File: src/rtl/edge_event_arbiter.sv
// Converts N level inputs to rising-edge events and offers them one at a time, round-robin.
// Latency: a rise sampled at edge k sets pending after edge k; event_valid follows after edge k+1.
// Backpressure: an offer is held stable until event_ready; further edges on a pending channel set overflow.
module edge_event_arbiter #(
    parameter  int N   = 4,
    localparam int IDW = $clog2(N)
) (
    input  logic           clk,
    input  logic           reset,
    input  logic [N-1:0]   level_in,
    output logic           event_valid,
    output logic [IDW-1:0] event_id,
    input  logic           event_ready,
    output logic [N-1:0]   pending,
    output logic [N-1:0]   overflow,
    input  logic           overflow_clr
);

    typedef enum logic [1:0] {
        IDLE  = 2'd0,
        OFFER = 2'd1
    } state_t;

    state_t         state;
    logic [N-1:0]   prev;
    logic [N-1:0]   rise;
    logic [N-1:0]   clear_vec;
    logic [IDW-1:0] rr_ptr;
    logic [IDW-1:0] pick;
    logic [IDW-1:0] idx;
    logic [IDW-1:0] next_ptr;
    logic           found;
    logic           accept;

    assign rise      = level_in & ~prev;
    assign accept    = (state == OFFER) && event_valid && event_ready;
    assign clear_vec = accept ? (N'(1) << event_id) : '0;
    assign next_ptr  = (event_id == IDW'(N - 1)) ? '0 : event_id + IDW'(1);

    // First pending channel at or above rr_ptr, wrapping past N-1.
    always_comb begin
        pick  = '0;
        idx   = '0;
        found = 1'b0;
        for (int k = 0; k < N; k++) begin
            idx = IDW'((int'(rr_ptr) + k) % N);
            if (!found && pending[idx]) begin
                found = 1'b1;
                pick  = idx;
            end
        end
    end

    always_ff @(posedge clk or negedge reset) begin
        if (!reset) begin
            state       <= IDLE;
            prev        <= '0;
            pending     <= '0;
            overflow    <= '0;
            rr_ptr      <= '0;
            event_valid <= 1'b0;
            event_id    <= '0;
        end else begin
            prev     <= level_in;
            // A rise landing on the accept cycle re-arms the channel without counting as overflow.
            pending  <= (pending & ~clear_vec) | rise;
            overflow <= (overflow_clr ? '0 : overflow) | (rise & pending & ~clear_vec);
            case (state)
                IDLE: begin
                    if (found) begin
                        event_id    <= pick;
                        event_valid <= 1'b1;
                        state       <= OFFER;
                    end else begin
                        event_valid <= 1'b0;
                    end
                end
                OFFER: begin
                    if (accept) begin
                        event_valid <= 1'b0;
                        rr_ptr      <= next_ptr;
                        state       <= IDLE;
                    end
                end
                default: begin
                    event_valid <= 1'b0;
                    state       <= IDLE;
                end
            endcase
        end
    end

endmodule

File: config.mk
export PLATFORM = sky130hd
export DESIGN_NAME = edge_event_arbiter
export DESIGN_NICKNAME = d
export VERILOG_FILES = /design/src/rtl/edge_event_arbiter.sv
export SDC_FILE = /design/constraint.sdc
export NUM_CORES = 1
export LEC_CHECK = 0
export CAP_MARGIN = 20
export CORE_MARGIN = 5
export CORE_UTILIZATION = 50
export CTS_CLUSTER_DIAMETER = 200
export DETAILED_ROUTE_END_ITERATION = 6
export PLACE_DENSITY = 0.8
export SLEW_MARGIN = 40
export SYNTH_ARGS = -nofsm -noshare
export SYNTH_HDL_FRONTEND = slang
export SYNTH_SLANG_ARGS = --single-unit
File: constraint.sdc
create_clock -name clk -period 2.78 [get_ports clk]
set_input_delay 0.417 -clock clk [delete_from_list [all_inputs] [get_ports clk]]
set_output_delay 0.417 -clock clk [all_outputs]
set_load 0.01 [all_outputs]
==> impl_metrics.yaml <==
floorplan:
  die_h_um: 50.18
  rows: 14
  core_area_um2: 1524
  ioPinCount: 19
  dieArea_um2: 2518
  dieWidth_um: 50.18
  start_util_pct: 52.96
synth:
  syn_inst: 81
  synth_area_um2: 807.0
  syn-num-nets: 93
  syn_avg_cell_area_um2: 9.963
  synth_largest_area_cell: "dfrtp_1"
  synthTopCellsByArea: "dfrtp_1, nand2_1, ha_1"
  yosysWarnings: 0
  synth_top_area_share_pct: 55.81
  synth_seq_cells: 18
  seq_area_frac_synth_pct: 55.81
  synth.distinct_cells: 22
route:
  viasPerCell: 5.271
  drt_first_pass_iters: 4
  vias: 622
  ant_nets: 0
  drtIter0Drc: 16
  drt_wl_total_mm: 1.594
  wire_per_inst_um: 13.51
  drc: 0
cts:
  cts_root_buf: "clkbuf_4"
  cts_resized: 0
  clockBufferDepth: 2
  ctsHtreeMaxLevel: 1
  cts_buffers: 3
  post-cts-setup-buffers: 0
  insertion_delay_ns: 0.29
  cts.sinks: 18
  cts_tree: "yes"
  hold_buffers: 0
  path_clk_slew_ns: 0.11
placement:
  place_worst_setup_slack_ns: 1.154
  dp_cells: 114
  port_buffers: 18
  place_hpwl_mm: 1.221
  gp_congestion: 0.8350
setup_path:
  critPathMaxStageDelay_ns: 0.59
  crit_family: "buffers and inverters"
  arrival_ns: 1.36
  critPathCaptureType: "primary output"
  cp_num_buf_inv: 1
  reg2reg_slack_ns: 1.48
  r2r.worst_path.cells: 4
  path_class: "flip-flop to primary output"
  rr_startpoint: "pending[1]"
  critPathMaxFanout: 8
  cp.required_ns: 2.36
  cpMaxStageDelayCell: "clkdlybuf4s50_1"
  r2r-end: "event_id[1]"
  path_cells: "clkdlybuf4s50_1"
  cp-start-kind: "flip-flop"
sta:
  worst_clock_skew_ns: 0.005075
  slew_headroom_pct: 73.35
  finalCriticalPeriod_ns: 1.779
  maxClockFrequency_mhz: 562.2
  tightest_slew_ns: 0.3998
  setup_viol_count_final: 0
  period_share_pct: 63.99
  setup_ws_ns: 1.001
  rsz0062_at_grt: "no"
  finalHoldViolCount: 0
  slew_viol_final: 0
  tns_ns: 0
final_layout:
  fin_nets: 115
  final_util_pct: 67.82
  drive_gt1_share_pct: 8.824
  antenna_cells: 0
  area_delta_synth_final_pct: 28.06
  instances_no_fill: 118
global_route:
  track_usage_pct: 13.48
  grt_pass1_wl_mm: 2.670
  gr-total-overflow: 0
  first_global_vias: 625
  grt_max_degree: 19
  antenna_found_initial: 0
power_and_ir_drop:
  total_power_uw: 810.5
  p_leak_uw: 0.0004775
  cellPowerDensity_nw_per_um2: 784.2
  peakVddDrop_mv: 0.4311
run:
  maxCapViolations: 0
outcome:
  status: "completed"
hold_path:
  hp-class: "input pin to asynchronous set/reset pin"
-- per-layer routing --
metal / track usage, % / vias to the layer above / part of all wire (%)
met2: 23.01 / 20 / 47
met4: 3.493 / 0 / 0.88
li1: - / 310 / -
met5: 0 / - / 0
met1: 16.60 / 290 / 46
met3: 3.846 / 2 / 5.9
-- kinds of logic after synthesis --
logic type               after synthesis  share of synthesized area [%]
buffers and inverters                 11                          5.271
AND/OR/NAND/NOR                       31                          18.45
flip-flops                            18                          55.81
AO/OA/AOI/OAI                         17                          14.26
adder cells (fa/ha/maj)                4                          6.202
-- sequential cells by signal (all words and copies together), names as in the netlist --
signal / cells
event_id: 2
state: 1
rr_ptr: 2
prev: 4
pending: 4
overflow: 4
event_valid: 1
-- area by class of cell --
cell class,instances,area (µm²)
Inverter,10,37.54
Multi-Input combinational cell,52,314.1
Sequential cell,18,450.4
Fill cell,113,490.5
Tap cell,16,20.02
Timing Repair Buffer,18,175.2
Clock buffer,4,36.28
-- cells in the mapped netlist --
cell	number
ha_1	4
a22oi_2	1
a21oi_1	2
inv_1	10
o21ai_0	1
nand2b_1	4
o22ai_1	4
or2_4	1
a21oi_2	1
o21ai_1	4
nor4_2	1
nor2_1	4
a22oi_1	1
nor2b_1	2
o221ai_1	1
dfrtp_1	18
nand3_1	1
buf_2	1
o211ai_1	1
and3_1	1
nand2_1	17
a32o_1	1
-- cells in the final DEF, fill, tap and decap left out --
cell,n
clkbuf_4,3
clkdlybuf4s50_1,17
nor4_2,1
a32o_1,1
o221ai_1,1
o21ai_0,1
a21oi_2,1
or2_4,1
inv_1,10
o211ai_1,1
a22oi_2,1
nand2_1,17
o21ai_1,4
nor2b_1,2
nor2_1,4
and3_1,1
a22oi_1,1
ha_1,4
nand2b_1,4
a21oi_1,2
clkbuf_8,1
o22ai_1,4
buf_2,1
nand3_1,1
dfrtp_1,18
-- power by group --
group          internal, µW  total, µW  switching [µW]
Combinational           140        274             135
Sequential              313        375            62.3
Clock                  79.7        161            80.9
Total                   533        810             278
-- worst max-delay path by stage --
stage	from	end	slack (ns)	depth (start not counted)
final	pending[2]	pending[2]	1.00	1
after global routing	pending[2]	pending[2]	0.94	1
after CTS	pending[2]	pending[2]	0.99	1
after detailed placement	event_ready	overflow[2]	1.15	5
after global placement	event_ready	overflow[2]	1.16	5
after floorplan	pending[1]	event_id[1]	1.60	4
-- stage by stage --
stage	area [µm²]	hold slack (ns)
floorplan	807.0	0.1214
global placement	1002	0.4982
detailed placement	1002	0.5111
CTS	1039	0.5301
global route	1033	0.05918
finish	1033	0.03493
Note: power is estimated with default switching activity, not from simulation.
